## src/rtl/ddp_link_rx_if.sv

```systemverilog
// Link beat stream plus ddpPkt FIFO write port of the DDP link receiver.
// The slave modport is the receiver; the master modport is the beat source / FIFO side.
interface ddp_link_rx_if;
    logic [63:0]  linkData;
    logic         linkValid;
    logic         linkSop;
    logic         linkEop;
    logic [2:0]   linkBytes;
    logic         linkReady;
    logic         ddpPktFull;
    logic         ddpPktPush;
    logic [264:0] ddpPktDataIn;

    modport master (
        output linkData, linkValid, linkSop, linkEop, linkBytes, ddpPktFull,
        input  linkReady, ddpPktPush, ddpPktDataIn
    );

    modport slave (
        input  linkData, linkValid, linkSop, linkEop, linkBytes, ddpPktFull,
        output linkReady, ddpPktPush, ddpPktDataIn
    );
endinterface

```

## src/rtl/ddp_link_rx.sv

```systemverilog
// Link-side DDP receiver: packs sop/eop-framed 64-bit beats into 265-bit packet words for the
// ddpPkt FIFO, closing malformed or oversized packets with an error-flagged eop word.
module ddp_link_rx #(
    parameter int MAX_WORDS = 64
) (
    input  logic          clock,
    input  logic          reset,
    ddp_link_rx_if.slave  bus,
    output logic [15:0]   rxPktCnt,
    output logic [15:0]   rxErrCnt
);
    localparam int CW = $clog2(MAX_WORDS + 1);

    typedef enum logic [1:0] {IDLE, COLLECT, DROP} state_t;

    state_t         state;
    state_t         state_next;

    logic [255:0]   asm_data;
    logic [1:0]     lane;
    logic           asm_sop;
    logic [CW-1:0]  word_cnt;
    logic           asm_done;
    logic [2:0]     done_bytes;
    logic           out_valid;
    logic [264:0]   out_data;

    logic [255:0]   asm_data_n;
    logic [1:0]     lane_n;
    logic           asm_sop_n;
    logic [CW-1:0]  word_cnt_n;
    logic           asm_done_n;
    logic [2:0]     done_bytes_n;
    logic           emit;
    logic [264:0]   emit_word;
    logic           inc_pkt;
    logic           inc_err;

    logic           out_free;
    logic           accept;
    logic           at_limit;
    logic [63:0]    beat;
    logic [255:0]   merged;
    logic [4:0]     eop_vb;
    logic [4:0]     err_vb;
    logic [264:0]   err_word;

    assign out_free         = ~out_valid | ~bus.ddpPktFull;
    assign bus.linkReady    = out_free & ~asm_done;
    assign bus.ddpPktPush   = out_valid & ~bus.ddpPktFull;
    assign bus.ddpPktDataIn = out_data;
    assign accept           = bus.linkValid & bus.linkReady;
    assign at_limit         = (word_cnt == CW'(MAX_WORDS));
    assign eop_vb           = {lane, bus.linkBytes};
    assign err_vb           = (lane == 2'd0) ? 5'd0 : ({lane, 3'b000} - 5'd1);
    assign err_word         = {asm_sop, 1'b1, err_vb, 1'b1, 1'b0, asm_data};

    // Bytes past linkBytes in an eop beat are zeroed so unfilled word bytes stay 0.
    always_comb begin
        beat = bus.linkData;
        if (bus.linkEop) begin
            for (int b = 0; b < 8; b++) begin
                if (b > int'(bus.linkBytes)) beat[8*b +: 8] = 8'h00;
            end
        end
        merged = asm_data;
        merged[{lane, 6'd0} +: 64] = beat;
    end

    always_ff @(posedge clock or posedge reset) begin
        if (reset) state <= IDLE;
        else       state <= state_next;
    end

    always_comb begin
        state_next = state;
        if (accept) begin
            if (bus.linkSop) begin
                state_next = bus.linkEop ? IDLE : COLLECT;
            end else begin
                case (state)
                    IDLE:    state_next = bus.linkEop ? IDLE : DROP;
                    COLLECT: begin
                        if (at_limit)         state_next = bus.linkEop ? IDLE : DROP;
                        else if (bus.linkEop) state_next = IDLE;
                    end
                    DROP:    if (bus.linkEop) state_next = IDLE;
                    default: state_next = IDLE;
                endcase
            end
        end
    end

    // A sop+eop beat arriving mid-packet needs two words (error close + the new packet); the
    // second is parked in asm with asm_done set and linkReady held low until out is free.
    always_comb begin
        asm_data_n   = asm_data;
        lane_n       = lane;
        asm_sop_n    = asm_sop;
        word_cnt_n   = word_cnt;
        asm_done_n   = asm_done;
        done_bytes_n = done_bytes;
        emit         = 1'b0;
        emit_word    = '0;
        inc_pkt      = 1'b0;
        inc_err      = 1'b0;
        if (asm_done) begin
            if (out_free) begin
                emit       = 1'b1;
                emit_word  = {2'b11, 2'b00, done_bytes, 2'b00, asm_data};
                inc_pkt    = 1'b1;
                asm_done_n = 1'b0;
                asm_data_n = '0;
                asm_sop_n  = 1'b0;
                lane_n     = 2'd0;
            end
        end else if (accept) begin
            if (bus.linkSop) begin
                if (state == COLLECT) begin
                    emit      = 1'b1;
                    emit_word = err_word;
                    inc_err   = 1'b1;
                end
                word_cnt_n = '0;
                if (bus.linkEop && state == COLLECT) begin
                    asm_done_n   = 1'b1;
                    done_bytes_n = bus.linkBytes;
                    asm_data_n   = {192'd0, beat};
                    asm_sop_n    = 1'b1;
                    lane_n       = 2'd0;
                end else if (bus.linkEop) begin
                    emit       = 1'b1;
                    emit_word  = {2'b11, 2'b00, bus.linkBytes, 2'b00, 192'd0, beat};
                    inc_pkt    = 1'b1;
                    asm_data_n = '0;
                    asm_sop_n  = 1'b0;
                    lane_n     = 2'd0;
                end else begin
                    asm_data_n = {192'd0, beat};
                    asm_sop_n  = 1'b1;
                    lane_n     = 2'd1;
                end
            end else begin
                case (state)
                    IDLE:    inc_err = 1'b1;
                    COLLECT: begin
                        if (at_limit) begin
                            emit       = 1'b1;
                            emit_word  = err_word;
                            inc_err    = 1'b1;
                            asm_data_n = '0;
                            asm_sop_n  = 1'b0;
                            lane_n     = 2'd0;
                        end else if (bus.linkEop) begin
                            emit       = 1'b1;
                            emit_word  = {asm_sop, 1'b1, eop_vb, 2'b00, merged};
                            inc_pkt    = 1'b1;
                            asm_data_n = '0;
                            asm_sop_n  = 1'b0;
                            lane_n     = 2'd0;
                        end else if (lane == 2'd3) begin
                            emit       = 1'b1;
                            emit_word  = {asm_sop, 1'b0, 5'd31, 2'b00, merged};
                            asm_data_n = '0;
                            asm_sop_n  = 1'b0;
                            lane_n     = 2'd0;
                            word_cnt_n = word_cnt + CW'(1);
                        end else begin
                            asm_data_n = merged;
                            lane_n     = lane + 2'd1;
                        end
                    end
                    default: ;
                endcase
            end
        end
    end

    always_ff @(posedge clock or posedge reset) begin
        if (reset) begin
            asm_data   <= '0;
            lane       <= 2'd0;
            asm_sop    <= 1'b0;
            word_cnt   <= '0;
            asm_done   <= 1'b0;
            done_bytes <= 3'd0;
            out_valid  <= 1'b0;
            out_data   <= '0;
            rxPktCnt   <= 16'd0;
            rxErrCnt   <= 16'd0;
        end else begin
            asm_data   <= asm_data_n;
            lane       <= lane_n;
            asm_sop    <= asm_sop_n;
            word_cnt   <= word_cnt_n;
            asm_done   <= asm_done_n;
            done_bytes <= done_bytes_n;
            if (emit) begin
                out_valid <= 1'b1;
                out_data  <= emit_word;
            end else if (bus.ddpPktPush) begin
                out_valid <= 1'b0;
            end
            if (inc_pkt && rxPktCnt != 16'hFFFF) rxPktCnt <= rxPktCnt + 16'd1;
            if (inc_err && rxErrCnt != 16'hFFFF) rxErrCnt <= rxErrCnt + 16'd1;
        end
    end
endmodule
```

## src/flat_wrapper.sv

```systemverilog
// flat-port wrapper written by rule: the top's interface ports become plain ports
module ddp_link_rx_flat 
#(
    parameter int MAX_WORDS = 64
)
  (clock, reset, rxPktCnt, rxErrCnt, bus_linkData, bus_linkValid, bus_linkSop, bus_linkEop, bus_linkBytes, bus_ddpPktFull, bus_linkReady, bus_ddpPktPush, bus_ddpPktDataIn);
  ddp_link_rx_if bus_i ();
  input  logic clock;
  input  logic reset;
  output logic [15:0] rxPktCnt;
  output logic [15:0] rxErrCnt;
  input wire logic [$bits(bus_i.linkData)-1:0] bus_linkData;
  input wire logic [$bits(bus_i.linkValid)-1:0] bus_linkValid;
  input wire logic [$bits(bus_i.linkSop)-1:0] bus_linkSop;
  input wire logic [$bits(bus_i.linkEop)-1:0] bus_linkEop;
  input wire logic [$bits(bus_i.linkBytes)-1:0] bus_linkBytes;
  input wire logic [$bits(bus_i.ddpPktFull)-1:0] bus_ddpPktFull;
  output wire logic [$bits(bus_i.linkReady)-1:0] bus_linkReady;
  output wire logic [$bits(bus_i.ddpPktPush)-1:0] bus_ddpPktPush;
  output wire logic [$bits(bus_i.ddpPktDataIn)-1:0] bus_ddpPktDataIn;
  assign bus_i.linkData = bus_linkData;
  assign bus_i.linkValid = bus_linkValid;
  assign bus_i.linkSop = bus_linkSop;
  assign bus_i.linkEop = bus_linkEop;
  assign bus_i.linkBytes = bus_linkBytes;
  assign bus_i.ddpPktFull = bus_ddpPktFull;
  assign bus_linkReady = bus_i.linkReady;
  assign bus_ddpPktPush = bus_i.ddpPktPush;
  assign bus_ddpPktDataIn = bus_i.ddpPktDataIn;
  ddp_link_rx #(.MAX_WORDS(MAX_WORDS)) u_core (.clock(clock), .reset(reset), .bus(bus_i), .rxPktCnt(rxPktCnt), .rxErrCnt(rxErrCnt));
endmodule
```

## config.mk

```make
export PLATFORM = sky130hd
export DESIGN_NAME = ddp_link_rx_flat
export DESIGN_NICKNAME = d
export VERILOG_FILES = /design/src/rtl/ddp_link_rx_if.sv /design/src/rtl/ddp_link_rx.sv /design/src/flat_wrapper.sv
export SDC_FILE = /design/constraint.sdc
export NUM_CORES = 2
export LEC_CHECK = 0
export BUFFER_PORTS_ARGS = -buffer_cell sky130_fd_sc_hd__buf_2
export CELL_PAD_IN_SITES_DETAIL_PLACEMENT = 2
export CELL_PAD_IN_SITES_GLOBAL_PLACEMENT = 2
export CORE_MARGIN = 2
export CORE_UTILIZATION = 30
export DETAILED_ROUTE_END_ITERATION = 8
export PLACE_DENSITY_LB_ADDON = 0.1
export SYNTH_ARGS = -nofsm -noshare
export SYNTH_HDL_FRONTEND = slang
export SYNTH_SLANG_ARGS = --single-unit
```

## constraint.sdc

```tcl
create_clock -name clock -period 26.5 [get_ports clock]
set_input_delay 5.3 -clock clock [delete_from_list [all_inputs] [get_ports clock]]
set_output_delay 5.3 -clock clock [all_outputs]
set_load 0.005 [all_outputs]
```

## Word-level counts from Yosys, hierarchy flattened

Index checks and enable logic that the tools add are counted.

- Add/sub/neg operators: 6
- Magnitude comparators: 7
- Eq/ne operators: 9
- Shift-type cells: 2
- Multiplexer cells: 91
- Bitwise gates (word level): 7
- Reduce and logical (&&, ||, !) cells: 15

Operators with widths:

| cell | count |
|---|---|
| 265-bit two-way mux | 11 |
| 256-bit two-way mux | 9 |
| 256-bit bitwise mux | 1 |
| 64-bit by 10-bit variable shift with 256-bit output, first input constant | 1 |
| 64-bit by 10-bit indexed part select with 256-bit output | 1 |
| 64-bit two-way mux | 1 |
| 56-bit two-way mux | 1 |
| 8-bit two-way mux | 7 |
| 1-bit two-way mux | 40 |
| 7-bit two-way mux | 5 |
| 16-bit by 1-bit adder with 16-bit output, second input constant | 2 |
| 16-bit inequality test, second input constant | 2 |
| 2-bit two-way mux | 13 |
| 3-bit > comparator, first input constant | 4 |
| 8-bit negation with 10-bit output | 1 |
| 4-bit AND reduction | 2 |
| 2-bit nonzero test | 4 |
| 7-bit by 1-bit adder with 7-bit output, second input constant | 1 |
| 7-bit equality test, second input constant | 1 |
| 2-bit by 3-bit > comparator with 1-bit output, first input constant | 2 |
| 2-bit inequality test, second input constant | 3 |
| 2-bit case mux with 3 select lines | 1 |
| 6-bit AND reduction | 1 |
| 5-bit two-way mux | 1 |
| other kinds (14) | 22 |

- Flip-flop bits (word level): 570
- Input port bits: 73
- Output and inout port bits: 299

## Logic depth before layout (Yosys ltp)

- Depth in word-level cells: 12
- Gate-level depth with buffers: 10
- Mapped depth without buffers: 7

## Worst setup path after synthesis

Ideal clock, no wire load.

- Path type: input to output
- From: input port bus_ddpPktFull
- To: output port bus_linkReady
- Data arrival time: 5640 ps
- Data required time: 21200 ps
- Setup slack: 15560 ps
- Stages: 2
- Buffers on the path: 0
- Cells stage by stage: a21o_1 > clkinv_1

- Cells in the longest elaborated chain, start to end: 3

Ends and longest elaborated chain:

| element | line | RTL |
|---|---|---|
| start, declared | flat_wrapper.sv:17 | `input wire logic [$bits(bus_i.ddpPktFull)-1:0] bus_ddpPktFull;` |
| 1-bit NOT | ddp_link_rx.sv:48 | `assign out_free = ~out_valid \| ~bus.ddpPktFull;` |
| 1-bit bitwise OR | ddp_link_rx.sv:48 |  |
| 1-bit AND | ddp_link_rx.sv:49 | `assign bus.linkReady = out_free & ~asm_done;` |
| end, declared | flat_wrapper.sv:18 | `output wire logic [$bits(bus_i.linkReady)-1:0] bus_linkReady;` |

No other way between the ends.

## Final worst setup path

Ends and elaborated chain as after synthesis.

==> flow_summary.json <==
{
  "status": "complete, no violations",
  "yosys.area.top_type": "dfrtp_1",
  "crit_family": "buffers and inverters",
  "peakVddDrop_uv": 42.4,
  "drc": 0,
  "tightest_slew_ps": 1300,
  "synth_most_common_cell": "dfrtp_1",
  "leakagePower_nw": 14.6,
  "cellPowerDensity_nw_per_um2": 93.9,
  "synth_cells": 2738,
  "holdBufCountCts": 0,
  "crit_type": "input pin to output pin",
  "synth.distinct_cells": 84,
  "seqPwrFrac_pct": 40.6,
  "cts_root_buf": "clkbuf_16",
  "synth-edff-count": 0,
  "gp_congestion": 0.829,
  "crit_chain": "buf_2 > a21o_1 > clkinv_1 > buf_2",
  "max_cap_viol_count": 0,
  "final.period_utilization_pct": 43.1,
  "initial_core_util_pct": 30.4,
  "skew_ps": 26.6,
  "numCtsBuffers": 71,
  "via_count": 25278,
  "setup_violations": 0,
  "yosysTopAreaCellShare_pct": 52.9,
  "synthTopCellsByCount": "569 x dfrtp_1, 351 x o21ai_0, 245 x nand2_1",
  "grt_pass1_vias": 27964,
  "period_minus_slack_ps": 11410,
  "grt_pass1_wl_um": 195000,
  "clk_path_buf_depth": 3,
  "postCtsSetupRepairBufs": 0,
  "cts.repair.resized": 0,
  "vias_per_cell": 6.02,
  "synth-main-ff-cell": "dfrtp_1",
  "hold_violations": 0,
  "die_w_um": 304,
  "drt_first_pass_iters": 5,
  "path_clk_slew_ps": 60,
  "ant_nets": 0,
  "drt-total-wl_um": 130000,
  "cp_data_required_time_ps": 21200,
  "die_h_um": 304,
  "drive_above_1_share_pct": 19.6,
  "fin_setup_tns_ps": 0,
  "fill_cells": 9572,
  "arrival_ps": 6110,
  "tritoncts": "built",
  "grt_max_degree": 204,
  "syn_area_um2": 26900,
  "p_total_mw": 3.02,
  "cpPeakStageDelay_ps": 240,
  "numPortBuffers": 370,
  "synth-seq-area-share_pct": 52.9,
  "pwr-share-comb_pct": 27.5,
  "pin_count": 372,
  "synthArstFlopShare_pct": 100,
  "fmax_ghz": 0.0876,
  "overflow": 0,
  "clock-sinks": 569,
  "worstSkewPairLatency_ps": 630,
  "startpoint_type": "input pin",
  "internal_power_mw": 1.93,
  "place_hpwl_um": 83300,
  "critPathMostFrequentCell": "buf_2",
  "p_sw_share_pct": 36.3,
  "avgSynthCellArea_um2": 9.84,
  "grt_usage_pct": 27.9,
  "grt_antenna_before_repair": 5,
  "wl_per_cell_um": 31.0,
  "rows": 109,
  "relSlewSlack_pct": 13.4,
  "drt_iter0_markers": 1446,
  "cp_max_fo": 7,
  "syn_to_final_growth_pct": 19.5,
  "syn_nets": 2821,
  "crit_path_top_delay_cell": "a21o_1",
  "slew_viol_final": 0,
  "ys_top_cells_by_area": "dfrtp_1 53%, o21ai_0 6.5%, a22o_1 5.3%",
  "hp-class": "register to register",
  "ys_warn_count": 0,
  "dieArea_um2": 92200,
  "rsz0062_at_grt": "no",
  "ys_seq_elements": 569,
  "layout.nets": 3070,
  "htreeDepth": 3,
  "p_sw_mw": 1.10,
  "cp_num_buf_inv": 3,
  "power_frac_clock_pct": 31.9,
  "core_area_um2": 88600,
  "end_kind": "output pin"
}
-- metrics by stage --
| stage | worst slack [ps] | utilization [%] | hold slack (ps) | cells | cell area, um^2 |
|---|---|---|---|---|---|
| 2_1_floorplan | 5280 | - | 450 | 2738 | 26900 |
| 3_3_place_gp | 15120 | 33.8 | 450 | 4079 | 29900 |
| 3_5_place_dp | 15110 | 33.8 | 460 | 4079 | 29900 |
| 4_1_cts | 15110 | 36.3 | 473 | 4197 | 32200 |
| 5_1_grt | 15010 | 36.3 | 498 | 4197 | 32200 |
| 6_report | 15090 | 36.3 | 469 | 4198 | 32200 |
-- cell type report --
type	instances	area, um^2	area share, %
inverters	29	118	0.365
diodes	1	2.50	0.00777
well taps	1165	1460	4.53
flip-flops and latches	569	14200	44.2
clock buffers	102	2050	6.38
clock inverters	16	203	0.630
multi-input cells	1877	11700	36.4
repair buffers	439	2390	7.44
-- kinds of logic (layout without fill, tap and decap cells) --
kind of cell               count (synthesis)  after routing  synth area share (%)
AOI/OAI and AO/OA                       1178           1178                  29.9
xor gates and xnor gates                  32             32                  1.04
adders and majority gates                 10             10                 0.464
buffers and inverters                    292            586                  4.41
DFF                                      569            569                  52.9
muxes                                      7              7                 0.293
other                                      1              2                0.0139
and+or+nand+nor                          649            649                  11.0
-- layout by cell type (no fill, tap or decap), types with 62 or more instances in the layout --
master	count
a21oi_1	195
a221o_1	62
a22o_1	164
a22oi_1	70
buf_2	370
buf_4	67
clkbuf_16	72
dfrtp_1	569
nand2_1	243
nand3_1	74
nor2_1	168
o21ai_0	349
o2bb2ai_1	99
-- worst reg2reg max path, cell delays in order, from the launching register on --
cell      delay (ps)
dfrtp_1          480
and2b_2          190
buf_4            640
o211ai_1         350
o31ai_4          350
buf_4            530
buf_4            900
o21ai_0          330
o22a_1           230
-- per-layer routing --
metal  wire (um)  vias to the layer above  track usage (%)
met2       64000                      736             47.6
met5          25                        -                0
met4        5620                        4             11.9
met1       54600                    13575             35.4
met3        6050                      227             4.06
li1            -                    10736                -
-- registers in the layout, indices dropped and copies added (netlist names) --
signal	cells
u_core.bus.ddpPktDataIn	264
u_core.asm_data	256
u_core.rxErrCnt	16
u_core.rxPktCnt	16
u_core.word_cnt	7
u_core.done_bytes	3
u_core.lane	2
u_core.state	2
u_core.asm_done	1
u_core.asm_sop	1
u_core.out_valid	1
-- power groups by stage --
stage	Combinational (mW)	Sequential, mW	Clock (mW)
after global placement	0.813	1.23	0
after detailed placement	0.838	1.24	0
after floorplan	0.428	1.19	0
after global routing	0.913	1.25	1.02
after CTS	0.845	1.23	0.989
final	0.833	1.23	0.964
-- path summary, 6_finish.rpt --
check                                                         startpoint                                  endpoint  slack (ps)  cells past startpoint
worst max-delay path                                      bus_ddpPktFull                             bus_linkReady       15090                      4
worst min-delay path            u_core.bus.ddpPktDataIn[132]$_DFFE_PP0P_  u_core.bus.ddpPktDataIn[132]$_DFFE_PP0P_         470                      2
worst max register to register               u_core.state[0]$_DFFE_PP0P_    u_core.bus.ddpPktDataIn[2]$_DFFE_PP0P_       22410                      8
worst min register to register  u_core.bus.ddpPktDataIn[132]$_DFFE_PP0P_  u_core.bus.ddpPktDataIn[132]$_DFFE_PP0P_         470                      2
max in group asynchronous                                          reset  u_core.bus.ddpPktDataIn[257]$_DFFE_PP0P_       19290                      4
min in group asynchronous                                          reset  u_core.bus.ddpPktDataIn[233]$_DFFE_PP0P_        4860                      2
Power figures use the tool's default switching activity.
